## src/rtl/cell_tester_pkg.sv

```systemverilog
// Shared types and constants for the cell-array stimulus sequencer and its frame serializer.
package cell_tester_pkg;

    typedef enum logic [1:0] {
        IDLE    = 2'd0,
        APPLY   = 2'd1,
        CAPTURE = 2'd2,
        SEND    = 2'd3
    } tester_state_t;

    localparam int          FRAME_BYTES = 12;
    localparam logic [1:0]  HDR_TAG     = 2'b10;
    localparam logic [5:0]  LAST_VEC    = 6'd63;
    localparam int          RESP_W      = 73;

endpackage

```

## src/rtl/cell_tester_frame_ser.sv

```systemverilog
// Byte mux for one 12-byte response frame plus the running XOR that forms the trailing checksum.
module cell_tester_frame_ser
    import cell_tester_pkg::*;
(
    input  logic              clk,
    input  logic              rst_n,
    input  logic [RESP_W-1:0] capture,
    input  logic [5:0]        vec,
    input  logic [3:0]        idx,
    input  logic              clr,
    input  logic              xfer,
    output logic [7:0]        byte_mux
);

    // Bytes 0..10 laid out back to back: header, nine capture bytes, capture MSB padded.
    logic [87:0] body;
    logic [7:0]  acc;

    assign body = {7'b0, capture, HDR_TAG, vec};

    always_comb begin
        byte_mux = 8'h00;
        if (idx == 4'(FRAME_BYTES - 1))
            byte_mux = acc;
        else if (idx < 4'(FRAME_BYTES - 1))
            byte_mux = body[{idx, 3'b000} +: 8];
    end

    always_ff @(posedge clk or negedge rst_n) begin
        if (!rst_n)
            acc <= 8'h00;
        else if (clr)
            acc <= 8'h00;
        else if (xfer)
            acc <= acc ^ byte_mux;
    end

endmodule

```

## src/rtl/cell_tester.sv

```systemverilog
// Drives a stimulus vector into the cell array, waits the settle time, captures the
// 73-bit response and streams it out as a checksummed byte frame (single vector or full sweep).
module cell_tester
    import cell_tester_pkg::*;
#(
    parameter int SETTLE_CYCLES = 4,
    parameter int IN_W          = 6,
    parameter int RESP_W        = 73
) (
    input  logic              clk,
    input  logic              rst_n,
    input  logic              start_i,
    input  logic              sweep_i,
    input  logic [IN_W-1:0]   vec_i,
    output logic [IN_W-1:0]   cells_in_o,
    input  logic [RESP_W-1:0] cells_out_i,
    output logic [7:0]        byte_o,
    output logic              byte_valid_o,
    input  logic              byte_ready_i,
    output logic              busy_o,
    output logic              done_o
);

    // Zero is promoted to one so the counter never has to wrap.
    localparam int         SETTLE_EFF  = (SETTLE_CYCLES < 1) ? 1 :
                                         ((SETTLE_CYCLES > 255) ? 255 : SETTLE_CYCLES);
    localparam logic [7:0] SETTLE_LOAD = 8'(SETTLE_EFF - 1);

    tester_state_t     state, state_nxt;
    logic              sweep_q;
    logic [5:0]        vec_q;
    logic [7:0]        settle_cnt;
    logic [RESP_W-1:0] capture;
    logic [3:0]        idx;
    logic              done_q;
    logic [7:0]        byte_mux;
    logic              xfer;
    logic              last_byte;
    logic              more_vecs;

    assign byte_valid_o = (state == SEND);
    assign xfer         = byte_valid_o && byte_ready_i;
    assign last_byte    = (idx == 4'(FRAME_BYTES - 1));
    assign more_vecs    = sweep_q && (vec_q != LAST_VEC);

    assign cells_in_o = vec_q;
    assign byte_o     = byte_valid_o ? byte_mux : 8'h00;
    assign busy_o     = (state != IDLE);
    assign done_o     = done_q;

    always_comb begin
        state_nxt = state;
        case (state)
            IDLE:    if (start_i) state_nxt = APPLY;
            APPLY:   if (settle_cnt == 8'd0) state_nxt = CAPTURE;
            CAPTURE: state_nxt = SEND;
            SEND:    if (xfer && last_byte) state_nxt = more_vecs ? APPLY : IDLE;
            default: state_nxt = IDLE;
        endcase
    end

    always_ff @(posedge clk or negedge rst_n) begin
        if (!rst_n) begin
            state      <= IDLE;
            sweep_q    <= 1'b0;
            vec_q      <= 6'd0;
            settle_cnt <= 8'd0;
            capture    <= '0;
            idx        <= 4'd0;
            done_q     <= 1'b0;
        end else begin
            state  <= state_nxt;
            done_q <= 1'b0;
            case (state)
                IDLE: begin
                    if (start_i) begin
                        sweep_q    <= sweep_i;
                        vec_q      <= sweep_i ? 6'd0 : vec_i;
                        settle_cnt <= SETTLE_LOAD;
                    end
                end
                APPLY: begin
                    if (settle_cnt != 8'd0)
                        settle_cnt <= settle_cnt - 8'd1;
                end
                CAPTURE: begin
                    capture <= cells_out_i;
                    idx     <= 4'd0;
                end
                SEND: begin
                    if (xfer) begin
                        if (!last_byte) begin
                            idx <= idx + 4'd1;
                        end else if (more_vecs) begin
                            vec_q      <= vec_q + 6'd1;
                            settle_cnt <= SETTLE_LOAD;
                        end else begin
                            done_q <= 1'b1;
                        end
                    end
                end
                default: ;
            endcase
        end
    end

    cell_tester_frame_ser u_frame_ser (
        .clk      (clk),
        .rst_n    (rst_n),
        .capture  (capture),
        .vec      (vec_q),
        .idx      (idx),
        .clr      (state == CAPTURE),
        .xfer     (xfer),
        .byte_mux (byte_mux)
    );

endmodule

```

## config.mk

```make
export PLATFORM = sky130hd
export DESIGN_NAME = cell_tester
export DESIGN_NICKNAME = d
export VERILOG_FILES = /design/src/rtl/cell_tester_pkg.sv /design/src/rtl/cell_tester_frame_ser.sv /design/src/rtl/cell_tester.sv
export SDC_FILE = /design/constraint.sdc
export NUM_CORES = 1
export LEC_CHECK = 0
export ABC_AREA = 0
export CORE_UTILIZATION = 52
export DETAILED_ROUTE_END_ITERATION = 10
export PLACE_DENSITY = 0.82
export SLEW_MARGIN = 25
export SYNTH_ARGS = -nofsm -noshare
export SYNTH_HDL_FRONTEND = slang
export SYNTH_SLANG_ARGS = --single-unit
```

## constraint.sdc

```tcl
create_clock -name clk -period 2.8 [get_ports clk]
set_clock_uncertainty 0.05 [all_clocks]
set_input_delay 0.84 -clock clk [delete_from_list [all_inputs] [get_ports clk]]
set_output_delay 0.84 -clock clk [all_outputs]
set_load 0.02 [all_outputs]
```

---- Word-level counts from Yosys, hierarchy flattened ----
Cells that the tools add are included.
storage, ports and cells
  bits in registers ....................... 103
  logic and storage cells ................. 72
  output and inout bits ................... 17
  input bits .............................. 84
operators by class
  add/subtract/negate cells ............... 3
  bitwise logic cells ..................... 1
  reduce and logical (&&, ||, !) cells .... 16
  multiplexer cells ....................... 29
  equality and inequality tests ........... 13
  shift operators ......................... 1
  $lt $le $gt $ge ......................... 1
operator list
  operator               number
  $shiftx A88 B8 Y8      1
  $mux W8                10
  $mux W6                5
  $pmux W8 S3            1
  $pmux W6 S2            1
  $logic_not A8 Y1       1
  $mux W4                2
  $ne A2 B1 Y1 const B   4
  $ne A2 B2 Y1 const B   4
  $pmux W2 S4            1
  $pmux W4 S2            1
  $reduce_bool A2 Y1     4
  $reduce_bool A8 Y1     1
  $sub A8 B1 Y8 const B  1
  $xor A8 B8 Y8          1
  $add A6 B1 Y6 const B  1
  $mux W2                3
  $ne A6 B6 Y1 const B   1
  $reduce_and A3 Y1      2
  $reduce_and A6 Y1      1
  $mux W1                5
  $reduce_and A5 Y1      1
  $add A4 B1 Y4 const B  1
  $eq A2 B2 Y1 const B   2
  other kinds (7)        9

---- Logic depth before layout (Yosys ltp) ----
Gate-level depths: netlist (run 1).
  depth after elaboration ................. 6
  depth in mapped cells ................... 8
  mapped depth without buffers ............ 7

---- Cells and area by module ----
A second synthesis (run 1) with hierarchy kept.
unflattened totals
  cell total of the unflattened synthesis .. 464
  area total of the unflattened synthesis .. 5464.0 um2
by module, submodules not included
  module                 cells an instance  sequential area each (um2)  area an instance (um2)  instances
  cell_tester            307                2377.3                      4086.4                  1
  cell_tester_frame_ser  157                200.2                       1377.6                  1

---- Least setup slack after synthesis (run 1) ----
No wires, ideal clock.
  kind .................................... register to output
  start ................................... reg idx[0]
  end ..................................... out byte_o[2]
  required time ........................... 1.910 ns
  stages on the path, launching flop included .. 8
  arrival ................................. 1.870 ns
  path buffers ............................ 3
  path slack .............................. 0.040 ns
  path through ............................ dfrtp_1 > buf_6 > buf_6 > buf_2 > mux2i_1 > o22ai_1 > nor2_1 > a211oi_1
between the ends
  longest elaborated chain between the ends .. 4
  elaborated cells between the ends (all ways) .. 6
  those cells by class .................... order compare (1); eq/ne (1); shift (1); mux (3)
ends and longest elaborated chain
  item                                                      RTL line                                                  text
  start, declared                                           cell_tester.sv:34                                         logic [3:0] idx;
  start signal, assigned                                    cell_tester.sv:93                                         idx <= idx + 4'd1;
  $shiftx A88 B8 Y8 / $lt A4 B4 Y1 (equally long branches)  cell_tester_frame_ser.sv:26, cell_tester_frame_ser.sv:25
  $mux W8                                                   cell_tester_frame_ser.sv:25                               else if (idx < 4'(FRAME_BYTES - 1))
  $mux W8 *                                                 cell_tester_frame_ser.sv:23                               if (idx == 4'(FRAME_BYTES - 1))
  $mux W8 *                                                 cell_tester.sv:47                                         assign byte_o = byte_valid_o ? byte_mux : 8'h00;
  end, declared                                             cell_tester.sv:17                                         output logic [7:0] byte_o,
Mark *: on every way between the ends. The rest lies on a longest branch, timed or not.

---- Worst setup path after layout (run 1) ----
  start ................................... reg idx[0]
  end ..................................... out byte_o[0]
Same word-level chain as after synthesis.

==> flow_summary.json, run 1 <==
{
  "grt_usage_pct": 26.9,
  "dieArea_sq_um": 10600,
  "htreeDepth": 3,
  "p_leak_uw": 0.00296,
  "clk_latency_ns": 0.39,
  "drtIter0Drc": 256,
  "wl_um": 13700,
  "cts_sinks": 103,
  "drive_above_1_share_pct": 34.4,
  "outcome": "finished, violations left",
  "setup_viol": 8,
  "sequentialPowerShare_pct": 33.9,
  "synth.ff_latch_count": 103,
  "synth_cell_types": 58,
  "dr.pass1.iters": 5,
  "power_frac_comb_pct": 54.3,
  "grt.overflow.total": 0,
  "fp.dieH_um": 103,
  "die_width_um": 103,
  "core_area_sq_um": 9860,
  "power_frac_clock_pct": 11.8,
  "slew_viol_final": 0,
  "dp_cells": 682,
  "synthArstFlopShare_pct": 100,
  "ant_nets": 0,
  "avgSynthCellArea_sq_um": 12.3,
  "path_clk_slew_ns": 0.10,
  "path_class": "register to output port",
  "synth_area_leaders": "dfrtp_1, mux2_2, mux4_1, mux2i_1, ha_1",
  "hold_viol": 0,
  "initial_core_util_pct": 54.0,
  "nFillCells": 644,
  "p_int_uw": 4850,
  "grt_setup_unrepaired": "yes",
  "relSlewSlack_pct": 60.3,
  "synth_top_area_share_pct": 48.4,
  "nNetsFinal": 661,
  "avgViaCountPerCell": 5.81,
  "worst_ep_required_time_ns": 1.91,
  "grt_max_degree": 51,
  "tightest_slew_ns": 0.595,
  "worstPathArrival_ns": 2.21,
  "postLayoutCellArea_sq_um": 7140,
  "syn2layout_area_growth_pct": 34.1,
  "pre_cts_ws_ns": -0.398,
  "maxCapViolCount": 0,
  "switchingPower_uw": 2950,
  "routabilityCongestion": 0.844,
  "fin_hold_ws_ns": 0.391,
  "synth_nets": 525,
  "fin_tns_setup_ns": -1.98,
  "port_buffers": 100,
  "cp-start-kind": "register",
  "ys_warn_count": 0,
  "dpl.hpwl_um": 9660,
  "vias": 4103,
  "cts_root_buffer": "clkbuf_8",
  "synth_edf_count": 0,
  "crit_path_max_fanout": 3,
  "synth_ff_type": "dfrtp_1",
  "rows": 36,
  "fin_crit_ns": 3.10,
  "seq_area_frac_synth_pct": 48.4,
  "cts_tree": "done",
  "final_cell_count_no_fill": 706,
  "placed_area_sq_um": 6680,
  "synthCells": 432,
  "syn_area_sq_um": 5320,
  "violations": "setup timing",
  "synth_top_area_cell": "dfrtp_1",
  "drc": 0,
  "cts_made_buffers": 9,
  "antenna_found_initial": 0,
  "peakVddDrop_mv": 0.447,
  "end_kind": "output port",
  "hold_buffers": 0,
  "fin_ws_ns": -0.301,
  "grt_pass1_vias": 4193,
  "clk_path_buf_depth": 2,
  "max_freq_ghz": 0.322,
  "grt_pass1_wl_um": 21000,
  "p_sw_share_pct": 37.9,
  "avgRoutedWirePerCell_um": 19.4,
  "finalCritPeriodShare_pct": 111,
  "antenna_cells": 0,
  "ioPinCount": 101,
  "hold_class": "primary input to async pin",
  "power_density_nw_per_um2": 1090
}
-- power by group through the flow --
stage / clock (uW) / sequential [uW] / combinational (uW)
3_3_place_gp: 0 / 2600 / 3510
4_1_cts: 927 / 2630 / 4080
3_5_place_dp: 0 / 2640 / 3660
6_report: 918 / 2650 / 4240
2_1_floorplan: 0 / 2550 / 2450
5_1_grt: 987 / 2720 / 4510
-- critical path: stages, from the launching register on --
cell and delay [ns]:
dfrtp_2 0.44, buf_6 0.14, buf_6 0.10, mux4_2 0.56, mux2i_4 0.19, o22a_1 0.20
nor2_2 0.06, buf_6 0.13
-- cells by family (layout without fill, tap and decap cells) --
group | count (synthesis) | count (layout) | synth area share, %
XOR/XNOR | 3 | 3 | 0.494
adder cells (fa/ha/maj) | 9 | 9 | 2.12
AO/OA/AOI/OAI | 80 | 80 | 10.2
buffers and inverters | 39 | 180 | 3.97
AND/OR/NAND/NOR | 88 | 88 | 8.44
flip-flops | 103 | 103 | 48.4
multiplexers | 110 | 110 | 26.4
-- Yosys cell counts (4+ instances only) --
cell type,number
a2bb2oi_1,4
mux2i_1,20
dfrtp_1,103
o21ai_0,21
mux2_2,76
nor2_1,22
nand3_1,6
mux4_1,9
mux4_2,5
inv_1,15
nand2_1,18
nor3_1,12
clkbuf_1,13
clkbuf_8,4
ha_1,9
or2_2,4
a21oi_1,18
and2_1,4
nor2b_1,4
-- final cells by class --
class | count | area (sq um) | area share [%]
Tap cell | 133 | 166 | 2.33
Clock buffer | 11 | 151 | 2.12
Clock inverter | 5 | 40.0 | 0.561
Sequential cell | 103 | 2580 | 36.1
Multi-Input combinational cell | 290 | 2710 | 38.0
Timing Repair Buffer | 147 | 1420 | 19.9
Inverter | 17 | 63.8 | 0.894
-- path summary, 6_finish.rpt --
path / slack, ns / startpoint / to / cells past startpoint
setup / recovery: -0.30 / idx[0] / byte_o[0] / 7
hold / removal: 0.39 / rst_n / cells_in_o[5] / 1
setup reg to reg: 0.31 / idx[0] / settle_cnt[7] / 9
hold reg to reg: 0.45 / settle_cnt[6] / settle_cnt[6] / 1
max in group asynchronous: 1.68 / rst_n / capture[48] / 2
min in group clk: 0.45 / settle_cnt[6] / settle_cnt[6] / 1
-- sequential cells by signal, indices dropped and copies added, names as in the netlist --
register / flops
state: 2
capture: 73
settle_cnt: 8
idx: 4
cells_in_o: 6
done_o: 1
sweep_q: 1
u_frame_ser.acc: 8
-- per-layer routing --
metal	global-route usage [%]	wire, um
met1	33.6	5740
met5	0	0
met2	45.3	6980
met3	4.44	597
met4	13.8	369
-- stage by stage --
step / total power (uW) / util (%)
floorplan: 5000 / -
global placement: 6110 / 67.7
detailed placement: 6300 / 67.7
CTS: 7640 / 71.5
global route: 8220 / 72.4
finish: 7800 / 72.4
-- timing repair --
action                                  in CTS  in global routing
gates resized for setup                     83                 18
hold endpoints to repair                     0                  0
pin swaps                                   15                 10
buffers inserted                             7                  0
endpoints found under the setup margin       8                  9
gates cloned                                 1                  0
-- placed cells by master, fill, tap and decap left out, drive strengths merged, types with 3 or more instances in the layout --
cell type,n
mux4,14
nand3,6
or2,4
a21oi,18
o21a,3
dfrtp,103
inv,18
nor3,12
o21ai,21
mux2,76
buf,55
or4,3
o22ai,3
clkbuf,12
nand2,18
a2bb2oi,4
and2,4
clkinv,4
nor2,22
ha,9
mux2i,20
a21o,3
nand2b,3
nor2b,4
clkdlybuf4s50,90
o211a,3
(Power assumes the default switching activity.)
==> run 2, diff against run 1 <==
--- a/config.mk
+++ b/config.mk
@@ -6,6 +6,7 @@
 export NUM_CORES = 1
 export LEC_CHECK = 0
 export ABC_AREA = 0
+export CAP_MARGIN = 25
 export CORE_UTILIZATION = 52
 export DETAILED_ROUTE_END_ITERATION = 10
 export PLACE_DENSITY = 0.82
==> constraint.sdc (replaced) <==
create_clock -name clk -period 3.2 [get_ports clk]
set_clock_uncertainty 0.05 [all_clocks]
set_input_delay 0.96 -clock clk [delete_from_list [all_inputs] [get_ports clk]]
set_output_delay 0.96 -clock clk [all_outputs]
set_load 0.02 [all_outputs]
==> flow_summary.json, run 2 (synthesis gave the netlist of run 1 again) <==
{
  "met1_usage_pct": 35.4,
  "outcome": "finished, violations left",
  "htreeDepth": 3,
  "die_width_um": 103,
  "grt_pass1_wl_um": 21500,
  "fin_crit_ns": 3.33,
  "reg2reg_to": "u_frame_ser.acc[1]",
  "grtUsageMet2_pct": 47.1,
  "pre_cts_ws_ns": -0.114,
  "ioPinCount": 101,
  "slew_viol_final": 0,
  "dieArea_sq_um": 10600,
  "p_total_uw": 7000,
  "port_buffers": 100,
  "r2r_start": "idx[0]",
  "finalCritPeriodShare_pct": 104,
  "p_leak_uw": 0.00298,
  "vias": 4271,
  "violations": "setup timing",
  "end_kind": "output port",
  "wl_um": 14700,
  "ant_nets": 0,
  "max_freq_ghz": 0.301,
  "rows": 36,
  "cts_tree": "done",
  "worst_ep_required_time_ns": 2.19,
  "fin_tns_setup_ns": -0.249,
  "tightest_slew_ns": 0.609,
  "hold_class": "register to register",
  "path_class": "register to output port",
  "relSlewSlack_pct": 59.4,
  "maxCapViolCount": 0,
  "avgViaCountPerCell": 5.98,
  "grt.overflow.total": 0,
  "top_usage_layer": "met2",
  "worstPathArrival_ns": 2.32,
  "setup_viol": 4,
  "final_cell_count_no_fill": 714,
  "dpl.hpwl_um": 9620,
  "cp-start-kind": "register",
  "p_int_uw": 4290,
  "drc": 0,
  "hold_end": "settle_cnt[6]",
  "rr_worst_depth": 17,
  "fp.dieH_um": 103,
  "power_frac_clock_pct": 12.1,
  "syn2layout_area_growth_pct": 33.9,
  "hold_buffers": 0,
  "drive_above_1_share_pct": 34.8,
  "layout_commonest_cell": "dfrtp_1",
  "grt_usage_pct": 27.3,
  "r2r_slack_ns": 0.14,
  "initial_core_util_pct": 54.0,
  "met3_usage_pct": 3.97,
  "core_area_sq_um": 9860,
  "nNetsFinal": 669,
  "power_frac_comb_pct": 54.6,
  "grt_max_degree": 62,
  "p_sw_share_pct": 38.7,
  "avgRoutedWirePerCell_um": 20.6,
  "fin_hold_ws_ns": 0.443,
  "dp_cells": 674,
  "cts_made_buffers": 9,
  "hold_path_depth": 1,
  "hold_viol": 0,
  "grt_setup_unrepaired": "yes",
  "antenna_cells": 0,
  "grt_pass1_vias": 4267,
  "crit_path_max_fanout": 6,
  "top_regs": "capture (73), settle_cnt (8), u_frame_ser.acc (8)",
  "path_clk_slew_ns": 0.11,
  "power_density_nw_per_um2": 983,
  "cts_sinks": 103,
  "cts_root_buffer": "clkbuf_8",
  "largest_reg_flops": 73,
  "clk_latency_ns": 0.40,
  "antenna_found_initial": 0,
  "fin_ws_ns": -0.127,
  "dr.pass1.iters": 6,
  "peakVddDrop_mv": 0.386,
  "max_flop_register": "capture",
  "layout_common_cells": "dfrtp_1, clkdlybuf4s50_1, mux2_2, buf_4, nor2_1",
  "drtIter0Drc": 283,
  "clk_path_buf_depth": 2,
  "sequentialPowerShare_pct": 33.3,
  "routabilityCongestion": 0.871,
  "holdCritStartpoint": "settle_cnt[6]",
  "switchingPower_uw": 2710
}
==> run 2: final cells by class <==
cell class / count / area, sq um
Clock inverter: 7 / 73.8
Timing Repair Buffer: 155 / 1460
Sequential cell: 103 / 2580
Fill cell: 640 / 2740
Multi-Input combinational cell: 290 / 2660
Inverter: 17 / 63.8
Clock buffer: 9 / 124
Tap cell: 133 / 166
==> run 2: metal layers <==
| metal | part of all wire [%] | vias up | routed length [um] |
|---|---|---|---|
| met3 | 5.3 | 39 | 775 |
| met2 | 52 | 192 | 7590 |
| met4 | 2.7 | 0 | 396 |
| li1 | - | 1888 | - |
| met5 | 0 | - | 0 |
| met1 | 40 | 2152 | 5920 |
==> run 2: critical path, cell delays in order, from the launching register on <==
cell	delay (ns)
dfrtp_2	0.45
buf_12	0.15
mux4_1	0.56
o21ai_1	0.27
o22ai_2	0.16
nor2_1	0.13
nor2_1	0.05
buf_4	0.15
==> run 2: how the worst max path moves through the flow <==
stage	startpoint	endpoint	cells after the start
after floorplan	idx[0]	byte_o[2]	7
after global placement	idx[0]	byte_o[3]	6
after detailed placement	idx[0]	byte_o[3]	6
after CTS	idx[0]	byte_o[2]	7
after global routing	idx[0]	byte_o[6]	7
final	idx[0]	byte_o[6]	7
==> run 2: power by group through the flow <==
stage               clock (uW)  sequential, uW  combinational, uW
finish                     846            2330               3820
global route               888            2390               4060
CTS                        835            2300               3520
detailed placement           0            2320               3140
global placement             0            2290               3020
floorplan                    0            2230               2150
==> run 2: stage by stage <==
step / util [%] / instance area [sq um]
detailed placement: 67.1 / 6620
global route: 72.2 / 7130
finish: 72.2 / 7130
floorplan: - / 5320
global placement: 67.1 / 6620
CTS: 71.0 / 7010
==> run 2: timing repair <==
action                     4_1_cts  5_1_grt
gates cloned                     1        0
buffers inserted                14       10
setup endpoints to repair        8        8
pin swaps                       10       12
resized for setup               63       24
==> run 3, diff against run 2 <==
--- a/config.mk
+++ b/config.mk
@@ -7,10 +7,11 @@
 export LEC_CHECK = 0
 export ABC_AREA = 0
 export CAP_MARGIN = 25
+export CORE_MARGIN = 2
 export CORE_UTILIZATION = 52
 export DETAILED_ROUTE_END_ITERATION = 10
 export PLACE_DENSITY = 0.82
-export SLEW_MARGIN = 25
+export SLEW_MARGIN = 5
 export SYNTH_ARGS = -nofsm -noshare
 export SYNTH_HDL_FRONTEND = slang
 export SYNTH_SLANG_ARGS = --single-unit
==> flow_summary.json, run 3 (synthesis gave the netlist of run 1 again) <==
{
  "layout_commonest_cell": "dfrtp_1",
  "worst_ep_required_time_ns": 2.19,
  "critPathTopFamily": "multiplexers",
  "critical_path_buf_inv_count": 3,
  "r2r_slack_ns": 0.88,
  "outcome": "finished, final reports clean",
  "rows": 36,
  "grt_setup_unrepaired": "yes",
  "initial_core_util_pct": 54.0,
  "largest_reg_flops": 73,
  "fin_ws_ns": 0.00763,
  "path_clk_slew_ns": 0.09,
  "fp.dieH_um": 105,
  "ant_nets": 0,
  "p_leak_uw": 0.00294,
  "antenna_cells": 0,
  "grt.overflow.total": 0,
  "layout_common_cells": "dfrtp_1, clkdlybuf4s50_1, mux2_2, buf_4, nor2_1",
  "worstPathArrival_ns": 2.18,
  "path_class": "register to output port",
  "grt_max_degree": 48,
  "fin_hold_ws_ns": 0.443,
  "antenna_found_initial": 0,
  "wl_um": 13000,
  "drc": 0,
  "maxCapViolCount": 0,
  "finalCritPeriodShare_pct": 99.8,
  "slew_viol_final": 0,
  "pre_cts_ws_ns": -0.0696,
  "hold_viol": 0,
  "setup_viol": 0,
  "cts_root_buffer": "clkbuf_8",
  "crit_path_max_fanout": 5,
  "end_kind": "output port",
  "drtIter0Drc": 214,
  "hold_class": "register to register",
  "htreeDepth": 3,
  "port_buffers": 100,
  "tightest_slew_ns": 0.571,
  "routabilityCongestion": 0.880,
  "dpl.hpwl_um": 9550,
  "ioPinCount": 101,
  "relSlewSlack_pct": 61.9,
  "grt_usage_pct": 24.2,
  "hold_path_depth": 1,
  "cts_tree": "done",
  "r2r_start": "idx[0]",
  "grt_pass1_wl_um": 20700,
  "path_cells": "clkbuf_16 -> buf_4 -> mux4_2 -> mux2i_4 -> or2_4 -> a21oi_2 -> buf_6",
  "drive_above_1_share_pct": 31.9,
  "hold_end": "settle_cnt[6]",
  "nFillCells": 650,
  "dieArea_sq_um": 11100,
  "rr_worst_depth": 8,
  "peakVddDrop_mv": 0.544,
  "dp_cells": 676,
  "nNetsFinal": 658,
  "slowest_delay_ns": 0.54,
  "max_flop_register": "capture",
  "crit_path_top_delay_cell": "mux4_2",
  "reg2reg_to": "u_frame_ser.acc[7]",
  "syn2layout_area_growth_pct": 33.0,
  "final_cell_count_no_fill": 703,
  "cts_sinks": 103,
  "cp-start-kind": "register",
  "multi_input_comb_area_sq_um": 2650,
  "dr.pass1.iters": 5,
  "grt_pass1_vias": 4006,
  "avgViaCountPerCell": 5.68,
  "clk_latency_ns": 0.37,
  "die_width_um": 105,
  "cts_made_buffers": 9,
  "seqCellArea_sq_um": 2580,
  "hold_buffers": 0,
  "fin_crit_ns": 3.19,
  "holdCritStartpoint": "settle_cnt[6]",
  "max_freq_ghz": 0.313,
  "avgRoutedWirePerCell_um": 18.5,
  "power_density_nw_per_um2": 963,
  "vias": 3991,
  "core_area_sq_um": 9860,
  "clk_path_buf_depth": 2,
  "top_regs": "capture (73), settle_cnt (8), u_frame_ser.acc (8)"
}
[run 3: cell types whose count changed in the layout (fill, tap and decap cells not counted), sizes merged]
cell	before	now
buf	64	52
bufinv	0	2
clkinvlp	0	2
clkinv	5	2
inv	19	16
clkbuf	9	12
[run 3: metrics by stage]
stage	power (uW)	util (%)	cell area (sq um)	TNS [ns]
after floorplan	4380	-	5320	0
after global placement	5330	67.4	6650	-0.149
after detailed placement	5470	67.4	6650	-0.222
after CTS	6600	70.5	6950	0
after global routing	7220	71.7	7080	-0.191
final	6810	71.7	7080	0
[run 3: routing by layer]
layer,track usage (%),part of all wire (%),vias to the layer above
met5,0,0,-
met4,8.57,2.1,0
met3,3.12,4.1,23
met2,41.2,52,113
met1,31.9,42,1982
li1,-,-,1873
[run 3: worst max path at each step]
stage | from | end | slack (ns) | depth (start not counted)
3_3_place_gp | idx[0] | byte_o[3] | -0.05 | 6
6_report | idx[0] | byte_o[4] | 0.008 | 7
2_1_floorplan | idx[0] | byte_o[2] | 0.32 | 7
4_1_cts | idx[0] | byte_o[4] | 0.0001 | 7
3_5_place_dp | idx[0] | byte_o[3] | -0.07 | 6
5_1_grt | idx[0] | byte_o[6] | -0.06 | 8
[run 3: layout make-up]
| cell class | instances | share of cell area (%) |
|---|---|---|
| multi-input combinational | 290 | 37.4 |
| sequential | 103 | 36.4 |
| timing repair buffer | 144 | 19.7 |
| tap | 133 | 2.35 |
| clock buffer | 11 | 2.14 |
| clock inverter | 5 | 1.13 |
| inverter | 17 | 0.902 |
[run 3: worst reg2reg max path: stages (launching register included)]
cell	delay [ns]
dfrtp_2	0.46
clkbuf_16	0.18
buf_4	0.14
mux2i_1	0.17
a2111oi_2	0.38
a311oi_2	0.11
buf_4	0.16
or4_1	0.48
a21oi_1	0.13
[run 3: what timing repair did]
item	4_1_cts	5_1_grt
gates resized for setup	54	24
gates cloned	1	0
pin swaps	6	8
setup buffers	6	4
hold endpoints to repair	0	0
setup endpoints to repair	8	8
[run 3: power breakdown]
group	leakage, uW	switching (uW)	internal [uW]
Combinational	0.00159	1590	1970
Clock	0.000112	454	482
Sequential	0.00124	414	1910
